[config.mk]
export PLATFORM = sky130hd
export DESIGN_NAME = dl_cycle_tracer
export DESIGN_NICKNAME = d
export VERILOG_FILES = /design/src/rtl/dl_trace_pkg.sv /design/src/rtl/dl_rpt_fifo.sv /design/src/rtl/dl_cycle_tracer.sv
export SDC_FILE = /design/constraint.sdc
export NUM_CORES = 1
export LEC_CHECK = 0
export CORE_MARGIN = 1
export CORE_UTILIZATION = 61
export CTS_BUF_LIST = sky130_fd_sc_hd__clkbuf_16
export DETAILED_ROUTE_END_ITERATION = 16
export PLACE_DENSITY_LB_ADDON = 0.25
export SETUP_SLACK_MARGIN = 0.3
export SYNTH_ARGS = -nofsm -noshare
export SYNTH_HDL_FRONTEND = slang
export SYNTH_SLANG_ARGS = --single-unit
[constraint.sdc]
create_clock -name clock -period 3.45 [get_ports clock]
set_input_delay 0.5175 -clock clock [delete_from_list [all_inputs] [get_ports clock]]
set_output_delay 0.5175 -clock clock [all_outputs]
set_load 0.02 [all_outputs]
[src/rtl/dl_trace_pkg.sv]
// Shared types and helpers for the deadlock cycle tracer: FSM states,
// report record layout and a lowest-set-bit priority search.
package dl_trace_pkg;

  typedef enum logic [1:0] {
    IDLE,
    SELECT,
    WALK,
    FINISH
  } state_e;

  // Record layout, LSB first: open, last, proc, comp_id, cycle_id.
  localparam int OPEN_BIT = 0;
  localparam int LAST_BIT = 1;
  localparam int PROC_LSB = 2;

  function automatic int recWidth(input int idxW);
    return 3 * idxW + 4;
  endfunction

  function automatic int compLsb(input int idxW);
    return idxW + 2;
  endfunction

  function automatic int cycleLsb(input int idxW);
    return 2 * idxW + 3;
  endfunction

  // Returns 64 when no bit is set.
  function automatic int lowestSet(input logic [63:0] v);
    int idx;
    idx = 64;
    for (int i = 63; i >= 0; i--) begin
      if (v[i]) idx = i;
    end
    return idx;
  endfunction

endpackage

[src/rtl/dl_rpt_fifo.sv]
// First-word fall-through report FIFO; a push into a full FIFO is accepted
// when a pop happens in the same cycle.
module dl_rpt_fifo #(
  parameter int WIDTH = 8,
  parameter int DEPTH = 8
) (
  input  logic             clock,
  input  logic             reset,
  input  logic             push_i,
  input  logic [WIDTH-1:0] wdata_i,
  input  logic             pop_i,
  output logic [WIDTH-1:0] rdata_o,
  output logic             full_o,
  output logic             empty_o
);
  localparam int AW = $clog2(DEPTH);

  logic [WIDTH-1:0] mem_q [DEPTH];
  logic [AW:0]      wrPtr_q, rdPtr_q;
  logic             doPush, doPop;

  assign empty_o = (wrPtr_q == rdPtr_q);
  assign full_o  = (wrPtr_q[AW] != rdPtr_q[AW]) && (wrPtr_q[AW-1:0] == rdPtr_q[AW-1:0]);
  assign doPop   = pop_i & ~empty_o;
  assign doPush  = push_i & (~full_o | doPop);
  assign rdata_o = mem_q[rdPtr_q[AW-1:0]];

  always_ff @(posedge clock or negedge reset) begin
    if (!reset) begin
      wrPtr_q <= '0;
      rdPtr_q <= '0;
      for (int i = 0; i < DEPTH; i++) mem_q[i] <= '0;
    end else begin
      if (doPush) begin
        mem_q[wrPtr_q[AW-1:0]] <= wdata_i;
        wrPtr_q                <= wrPtr_q + 1'b1;
      end
      if (doPop) rdPtr_q <= rdPtr_q + 1'b1;
    end
  end

endmodule

[src/rtl/dl_cycle_tracer.sv]
// Hardware deadlock tracer: snapshots stuck processes, walks the wait-for
// graph and streams one report record per dependence-cycle member.
module dl_cycle_tracer
  import dl_trace_pkg::*;
#(
  parameter int PROC_NUM = 4,
  parameter int IDX_W    = (PROC_NUM > 1) ? $clog2(PROC_NUM) : 1,
  parameter int CNT_W    = 16,
  parameter int DEPTH    = 8
) (
  input  logic                      clock,
  input  logic                      reset,
  input  logic [CNT_W-1:0]          thresh,
  input  logic [PROC_NUM-1:0]       blk_vec,
  input  logic [PROC_NUM*IDX_W-1:0] wait_idx,
  output logic                      dl_detect_out,
  output logic                      token_clear,
  output logic                      done,
  output logic                      rpt_valid,
  input  logic                      rpt_ready,
  output logic [3*IDX_W+3:0]        rpt_data
);
  localparam int RW        = recWidth(IDX_W);
  localparam int ID_W      = IDX_W + 1;
  localparam int COMP_LSB  = compLsb(IDX_W);
  localparam int CYCLE_LSB = cycleLsb(IDX_W);

  state_e              state_q, state_d;
  logic [CNT_W-1:0]    cnt_q [PROC_NUM];
  logic [CNT_W-1:0]    thrEff;
  logic [PROC_NUM-1:0] stuck, stuckVec_q, stuckVec_d, doneVec_q, doneVec_d, visited;
  logic [IDX_W-1:0]    cur_q, cur_d, origin_q, origin_d, nxt;
  logic [ID_W-1:0]     cycleId_q, cycleId_d, compId_q, compId_d;
  logic                det_q, det_d, fin_q, fin_d;
  logic                push, pop, full, empty, canPush, last, openFlag, tokenPulse;
  logic                nxtInRange, nxtStuck, nxtVisited, closing, openEnd, noOrigin;
  logic [RW-1:0]       pushData;
  int                  originIdx;

  assign thrEff = (thresh == '0) ? CNT_W'(1) : thresh;

  always_comb begin
    stuck = '0;
    for (int i = 0; i < PROC_NUM; i++) stuck[i] = (cnt_q[i] >= thrEff);
  end

  // Counters only run while idle; afterwards the captured snapshot is traced.
  always_ff @(posedge clock or negedge reset) begin
    if (!reset) begin
      for (int i = 0; i < PROC_NUM; i++) cnt_q[i] <= '0;
    end else if (state_q == IDLE) begin
      for (int i = 0; i < PROC_NUM; i++) begin
        if (!blk_vec[i])        cnt_q[i] <= '0;
        else if (cnt_q[i] != '1) cnt_q[i] <= cnt_q[i] + CNT_W'(1);
      end
    end
  end

  assign originIdx  = lowestSet(64'(stuckVec_q & ~doneVec_q));
  assign noOrigin   = (originIdx >= PROC_NUM);
  assign nxt        = wait_idx[int'(cur_q)*IDX_W +: IDX_W];
  assign nxtInRange = (int'(nxt) < PROC_NUM);
  assign visited    = doneVec_q | (PROC_NUM'(1) << cur_q);
  assign nxtStuck   = nxtInRange && stuckVec_q[nxt];
  assign nxtVisited = nxtInRange && visited[nxt];
  assign closing    = (nxt == origin_q);
  assign openEnd    = !nxtStuck || nxtVisited || (compId_q == ID_W'(PROC_NUM));
  assign pop        = rpt_valid & rpt_ready;
  assign canPush    = ~full | pop;

  always_comb begin
    state_d    = state_q;
    stuckVec_d = stuckVec_q;
    doneVec_d  = doneVec_q;
    cur_d      = cur_q;
    origin_d   = origin_q;
    cycleId_d  = cycleId_q;
    compId_d   = compId_q;
    det_d      = det_q;
    fin_d      = fin_q;
    push       = 1'b0;
    last       = 1'b0;
    openFlag   = 1'b0;
    tokenPulse = 1'b0;
    case (state_q)
      IDLE: begin
        if (|stuck) begin
          stuckVec_d = stuck;
          det_d      = 1'b1;
          cycleId_d  = ID_W'(1);
          state_d    = SELECT;
        end
      end
      SELECT: begin
        if (noOrigin) begin
          state_d = FINISH;
        end else begin
          cur_d    = IDX_W'(originIdx);
          origin_d = IDX_W'(originIdx);
          compId_d = ID_W'(1);
          state_d  = WALK;
        end
      end
      WALK: begin
        if (canPush) begin
          push             = 1'b1;
          doneVec_d[cur_q] = 1'b1;
          if (closing) begin
            last       = 1'b1;
            tokenPulse = 1'b1;
            cycleId_d  = cycleId_q + ID_W'(1);
            state_d    = SELECT;
          end else if (openEnd) begin
            last      = 1'b1;
            openFlag  = 1'b1;
            cycleId_d = cycleId_q + ID_W'(1);
            state_d   = SELECT;
          end else begin
            cur_d    = nxt;
            compId_d = compId_q + ID_W'(1);
          end
        end
      end
      FINISH: fin_d = 1'b1;
      default: state_d = IDLE;
    endcase
  end

  always_ff @(posedge clock or negedge reset) begin
    if (!reset) begin
      state_q    <= IDLE;
      stuckVec_q <= '0;
      doneVec_q  <= '0;
      cur_q      <= '0;
      origin_q   <= '0;
      cycleId_q  <= '0;
      compId_q   <= '0;
      det_q      <= 1'b0;
      fin_q      <= 1'b0;
    end else begin
      state_q    <= state_d;
      stuckVec_q <= stuckVec_d;
      doneVec_q  <= doneVec_d;
      cur_q      <= cur_d;
      origin_q   <= origin_d;
      cycleId_q  <= cycleId_d;
      compId_q   <= compId_d;
      det_q      <= det_d;
      fin_q      <= fin_d;
    end
  end

  always_comb begin
    pushData                            = '0;
    pushData[OPEN_BIT]                  = openFlag;
    pushData[LAST_BIT]                  = last;
    pushData[PROC_LSB +: IDX_W]         = cur_q;
    pushData[COMP_LSB +: ID_W]          = compId_q;
    pushData[CYCLE_LSB +: ID_W]         = cycleId_q;
  end

  dl_rpt_fifo #(
    .WIDTH (RW),
    .DEPTH (DEPTH)
  ) u_fifo (
    .clock   (clock),
    .reset   (reset),
    .push_i  (push),
    .wdata_i (pushData),
    .pop_i   (pop),
    .rdata_o (rpt_data),
    .full_o  (full),
    .empty_o (empty)
  );

  assign rpt_valid     = ~empty;
  assign dl_detect_out = det_q;
  assign done          = fin_q;
  assign token_clear   = tokenPulse;

endmodule
Yosys cells after proc, flatten, opt, wreduce, memory -nomap -nowiden
Index checks and enable logic that the tools add are counted.
{ "word_totals": {"ff_bits": 174, "out_inout_bits": 14} }
{ "classes": {"add_sub_neg": 8, "n_mux": 118, "eq_ne": 22, "bitwise": 14, "n_lt_le_gt_ge": 11, "shift": 2, "n_reduce_logical": 22} }
{ "ops": {"columns": ["operator", "count"], "rows": [
  ["32-bit two-way mux", 63],
  ["16-bit two-way mux", 9],
  ["80-bit bitwise mux", 1],
  ["16-bit by 1-bit adder with 16-bit output (second input constant)", 4],
  ["4-bit by 64-bit bitwise AND with 64-bit output", 1],
  ["16-bit >= comparator", 4],
  ["16-bit != test (second input constant)", 4],
  ["4-bit inverter with 64-bit output", 1],
  ["32-bit by 4-bit >= comparator with 1-bit output (second input constant)", 1],
  ["10-bit binary-select mux with 3-bit select", 1],
  ["10-bit demux with 3-bit select", 1],
  ["10-bit two-way mux", 3],
  ["3-bit two-way mux", 8],
  ["16-bit logical NOT", 1],
  ["1-bit two-way mux", 16],
  ["2-bit two-way mux", 8],
  ["2-bit AND reduction", 7],
  ["3-bit case mux with 2 select lines", 2],
  ["2-bit by 1-bit != test with 1-bit output (second input constant)", 5],
  ["4-bit by 1-bit adder with 4-bit output (second input constant)", 2],
  ["4-bit >= comparator (second input constant)", 2],
  ["2-bit != test (second input constant)", 4],
  ["3-bit inverter with 4-bit output", 2],
  ["4-bit bitwise OR", 2],
  ["other kinds (31)", 45]
]} }

Logic depth before layout (Yosys ltp)
{ "depth": {"word_depth": 69, "depth_mapped": 10, "mapped_depth_nobuf": 10} }

Modules after synthesis
Synthesis repeated with hierarchy kept, for this count alone.
{ "unflattened": {"hier_cells": 912, "hier_area_um2": 10156.0} }
{ "by_module_without_submodules": {"columns": ["module", "area_per_inst_um2", "cells_each", "n_inst"], "rows": [
  ["dl_cycle_tracer", 6002.0, 657, 1],
  ["dl_rpt_fifo", 4154.0, 255, 1]
]} }

Worst setup path before layout
OpenSTA, ideal clock, no wires.
{ "synth_timing": {"path_type": "input port to flip-flop", "from": "in thresh[8]", "to": "reg cycleId_q[0]", "path_buffers": 0, "slack_ps": 421, "arrival_ps": 2903, "path_stages": 10, "cell_sequence": "nor4_1 > a41o_1 > ha_1 > nand2b_1 > a211o_1 > a31oi_1 > nor4b_1 > a2111oi_2 > nand4_1 > o311a_1"} }
{ "synth_between": {"elab_chain_cells": 6, "word_cells_on_any_way": 9, "classes_between": "order compare (4); eq/ne (1); mux (1); reduce/logical (3)"} }
{ "synth_rtl": {"columns": ["item", "line_no", "text"], "rows": [
  ["start: declaration", "dl_cycle_tracer.sv:13", "input logic [CNT_W-1:0] thresh,"],
  ["16-bit logical NOT", "dl_cycle_tracer.sv:40", "assign thrEff = (thresh == '0) ? CNT_W'(1) : thresh;"],
  ["16-bit two-way mux (*)", "dl_cycle_tracer.sv:40", null],
  ["16-bit >= comparator", "dl_cycle_tracer.sv:44", "for (int i = 0; i < PROC_NUM; i++) stuck[i] = (cnt_q[i] >= thrEff);"],
  ["4-bit OR reduction (*)", "dl_cycle_tracer.sv:87", "if (|stuck) begin"],
  ["2-bit by 1-bit != test with 1-bit output (no line) (*)", null, null],
  ["4-bit AND reduction (no line) (*)", null, null],
  ["end signal: assignment", "dl_cycle_tracer.sv:146", "cycleId_q <= cycleId_d;"],
  ["end: declaration", "dl_cycle_tracer.sv:33", "logic [ID_W-1:0] cycleId_q, cycleId_d, compId_q, compId_d;"]
]} }
Every way passes the cells marked *; elsewhere a longest branch is shown, timed or not.
A chain may end at the register's enable or synchronous reset.

Worst setup path after layout
{ "layout_timing": {"from": "in thresh[0]", "to": "reg cycleId_q[0]"} }
Same word-level chain as after synthesis.

==> flow_metrics.tcl <==
set metrics [dict create \
    n_fill_cell 1102 \
    layout.nets 1096 \
    swShare_pct 34.9 \
    cts.clk_slew.worst_paths_ns 0.07 \
    setup_viol 0 \
    critPathKind "in -> reg" \
    peakVddDrop_v 0.000501 \
    rows 46 \
    start_kind "input pin" \
    synthesis.area_um2 9990 \
    synthTopCellsByArea "dfrtp_1 44%, ha_1 9.1%, mux2_2 9.1%" \
    core-area_um2 15900 \
    dp_slack_ns -0.205 \
    status "complete, no violations" \
    cts_sinks 174 \
    portBuffers 44 \
    rsz0062_at_grt "no" \
    wire_per_inst_um 19.5 \
    cts.path.max_buffers 2 \
    ctsHoldBuffers 0 \
    drc_errors 0 \
    wirelength_mm 23.7 \
    final_layout_size_suffix_gt1_share_pct 21.5 \
    drt_iter0_markers 569 \
    antenna_found_initial 0 \
    sequentialPowerShare_pct 39.8 \
    tightest_slew_ns 0.846 \
    dieArea_um2 16900 \
    root_buffer "clkbuf_16" \
    slew_violations 0 \
    drtAntennaViolNets 0 \
    maxSlewHeadroom_pct 43.4 \
    cts_tree "yes" \
    design_area_um2 11600 \
    drt_first_pass_iters 5 \
    yosysMostFrequentCell "dfrtp_1" \
    fmax_mhz 326 \
    synth.distinct_cells 70 \
    hold_viol_final 0 \
    seq_area_frac_synth_pct 43.6 \
    dp_hpwl_mm 15.9 \
    fin_skew_ns 0.0103 \
    syn_inst 929 \
    p_switching_w 0.00277 \
    start_util_pct 62.7 \
    grt_pass1_wl_mm 37.9 \
    crit_fanout 4 \
    yosys_warnings 0 \
    postSynthAreaPerCell_um2 10.8 \
    gp_congestion 0.839 \
    cp_slowest_cell "clkdlybuf4s50_1" \
    cpPeakStageDelay_ns 0.41 \
    period_minus_slack_ns 3.07 \
    die_x_um 130 \
    netlist.area_leader.share_pct 43.6 \
    critPathCaptureType "flip-flop" \
    globalRouteOverflowTotal 0 \
    crit_chain "clkdlybuf4s50_1, a41o_1, buf_4, buf_4, ha_1, nand2b_1, a211o_1, a31oi_2, nor4b_2, a2111oi_4, nand4_1, o311a_1" \
    via_per_inst 6.15 \
    clk_latency_ns 0.44 \
    cellPowerDensity_nw_per_um2 683 \
    antenna_cells 0 \
    cp.arrival_ns 3.38 \
    synthTopCellsByCount "174 x dfrtp_1, 81 x mux2_2, 79 x nand2_1" \
    cp.required_ns 3.76 \
    crit_buf_inv 3 \
    io-pin-count 45 \
    die_h_um 130 \
    finalWorstSetupSlack_ns 0.384 \
    vias 7495 \
    clkPwrFrac_pct 24.2 \
    placedInstanceArea_um2 10800 \
    htreeDepth 4 \
    async_flop_share_pct 100 \
    yosysTopAreaCell "dfrtp_1" \
    yosys_most_used_dff "dfrtp_1" \
    cts_buffers 17 \
    combPwrFrac_pct 36.0 \
    syn_to_final_growth_pct 16.0 \
    holdWs_ns 0.0634 \
    synth_edf_count 0 \
    grt_pass1_vias 7493 \
    syn-num-nets 1033 \
    ys_ff_latch 174 \
    cpMostUsedCell "buf_4" \
    holdCritPathClass "in -> async" \
    power_leakage_nw 5.54 \
    intPower_w 0.00515 \
    post-route-period-util_pct 88.9 \
    drv_cap 0 \
    path_delay_family "compound AO/OA/AOI/OAI gates" \
    grt_max_degree 65 \
    groute.usage.overall_pct 29.5 \
]
==> layout by cell type, fill, tap and decap left out, drive strengths merged, types with 27 or more instances in the layout <==
cell type        n
nand2           80
o21ai           40
ha              73
nand3           30
buf             45
nor2            72
dfrtp          174
inv             39
xor2            37
a21oi           31
clkdlybuf4s50   27
mux2            81
==> final cells by class <==
class                   count  area (um2)  area share, %
clock buffers              17         425           3.67
clock inverters            13         155           1.34
flip-flops and latches    174        4360           37.6
repair buffers             88         825           7.11
multi-input cells         678        5440           46.9
inverters                  33         124           1.07
well taps                 216         270           2.33
==> what timing repair did <==
item / CTS / global route
endpoints found under the setup margin: 13 / 9
resized for setup: 8 / 27
buffers inserted: 6 / 2
pin swaps: 11 / 15
==> final timing paths <==
| path | cells past startpoint | start | endpoint | slack, ns |
|---|---|---|---|---|
| max in group asynchronous | 2 | reset | u_fifo.mem_q[65]$_DFFE_PN0P_ | 2.54 |
| setup / recovery | 12 | thresh[0] | cycleId_q[0]$_DFFE_PN0P_ | 0.38 |
| hold / removal | 1 | reset | u_fifo.wrPtr_q[0]$_DFFE_PN0P_ | 0.06 |
| min in group clock | 1 | doneVec_q[1]$_DFFE_PN0P_ | doneVec_q[1]$_DFFE_PN0P_ | 0.48 |
| hold reg to reg | 1 | doneVec_q[1]$_DFFE_PN0P_ | doneVec_q[1]$_DFFE_PN0P_ | 0.48 |
| setup reg to reg | 6 | u_fifo.wrPtr_q[0]$_DFFE_PN0P_ | u_fifo.mem_q[37]$_DFFE_PN0P_ | 0.74 |
==> kinds of logic after synthesis <==
group	count (synthesis)	synth area share, %
multiplexers	103	14.1
buffers and inverters	77	3.13
XOR/XNOR	55	4.82
flip-flops	174	43.6
AO/OA/AOI/OAI	143	9.70
AND/OR/NAND/NOR	304	15.5
adder cells (fa/ha/maj)	73	9.14
==> routing by layer <==
layer | vias to the layer above | global-route usage (%) | wire (um)
met5 | - | 0 | 0
met4 | 0 | 11.0 | 512
met3 | 45 | 4.67 | 1000
met2 | 235 | 51.7 | 12200
met1 | 3733 | 36.7 | 10100
li1 | 3482 | - | -
==> flip-flops by register name (all words and copies together), names as in the netlist <==
signal	flops
doneVec_q	4
compId_q	3
cycleId_q	3
dl_detect_out	1
done	1
cnt_q	64
u_fifo.rdPtr_q	4
state_q	2
stuckVec_q	4
cur_q	2
u_fifo.wrPtr_q	4
u_fifo.mem_q	80
origin_q	2
==> metrics by stage <==
stage                     std cells  util [%]  power [W]  setup TNS (ns)
after detailed placement       1181      67.8    0.00588          -0.756
after global placement         1181      67.8    0.00575          -0.481
after CTS                      1217      71.9    0.00788               0
after global routing           1219      72.7    0.00835               0
after floorplan                 929         -    0.00499               0
final                          1219      72.7    0.00792               0
==> power groups by stage <==
stage	Clock (W)	Combinational (W)	Sequential [W]
floorplan	0	0.00213	0.00287
global placement	0	0.00263	0.00313
detailed placement	0	0.00271	0.00317
CTS	0.00194	0.00281	0.00313
global route	0.00202	0.00311	0.00323
finish	0.00192	0.00285	0.00315
Power figures use the tool's default switching activity.
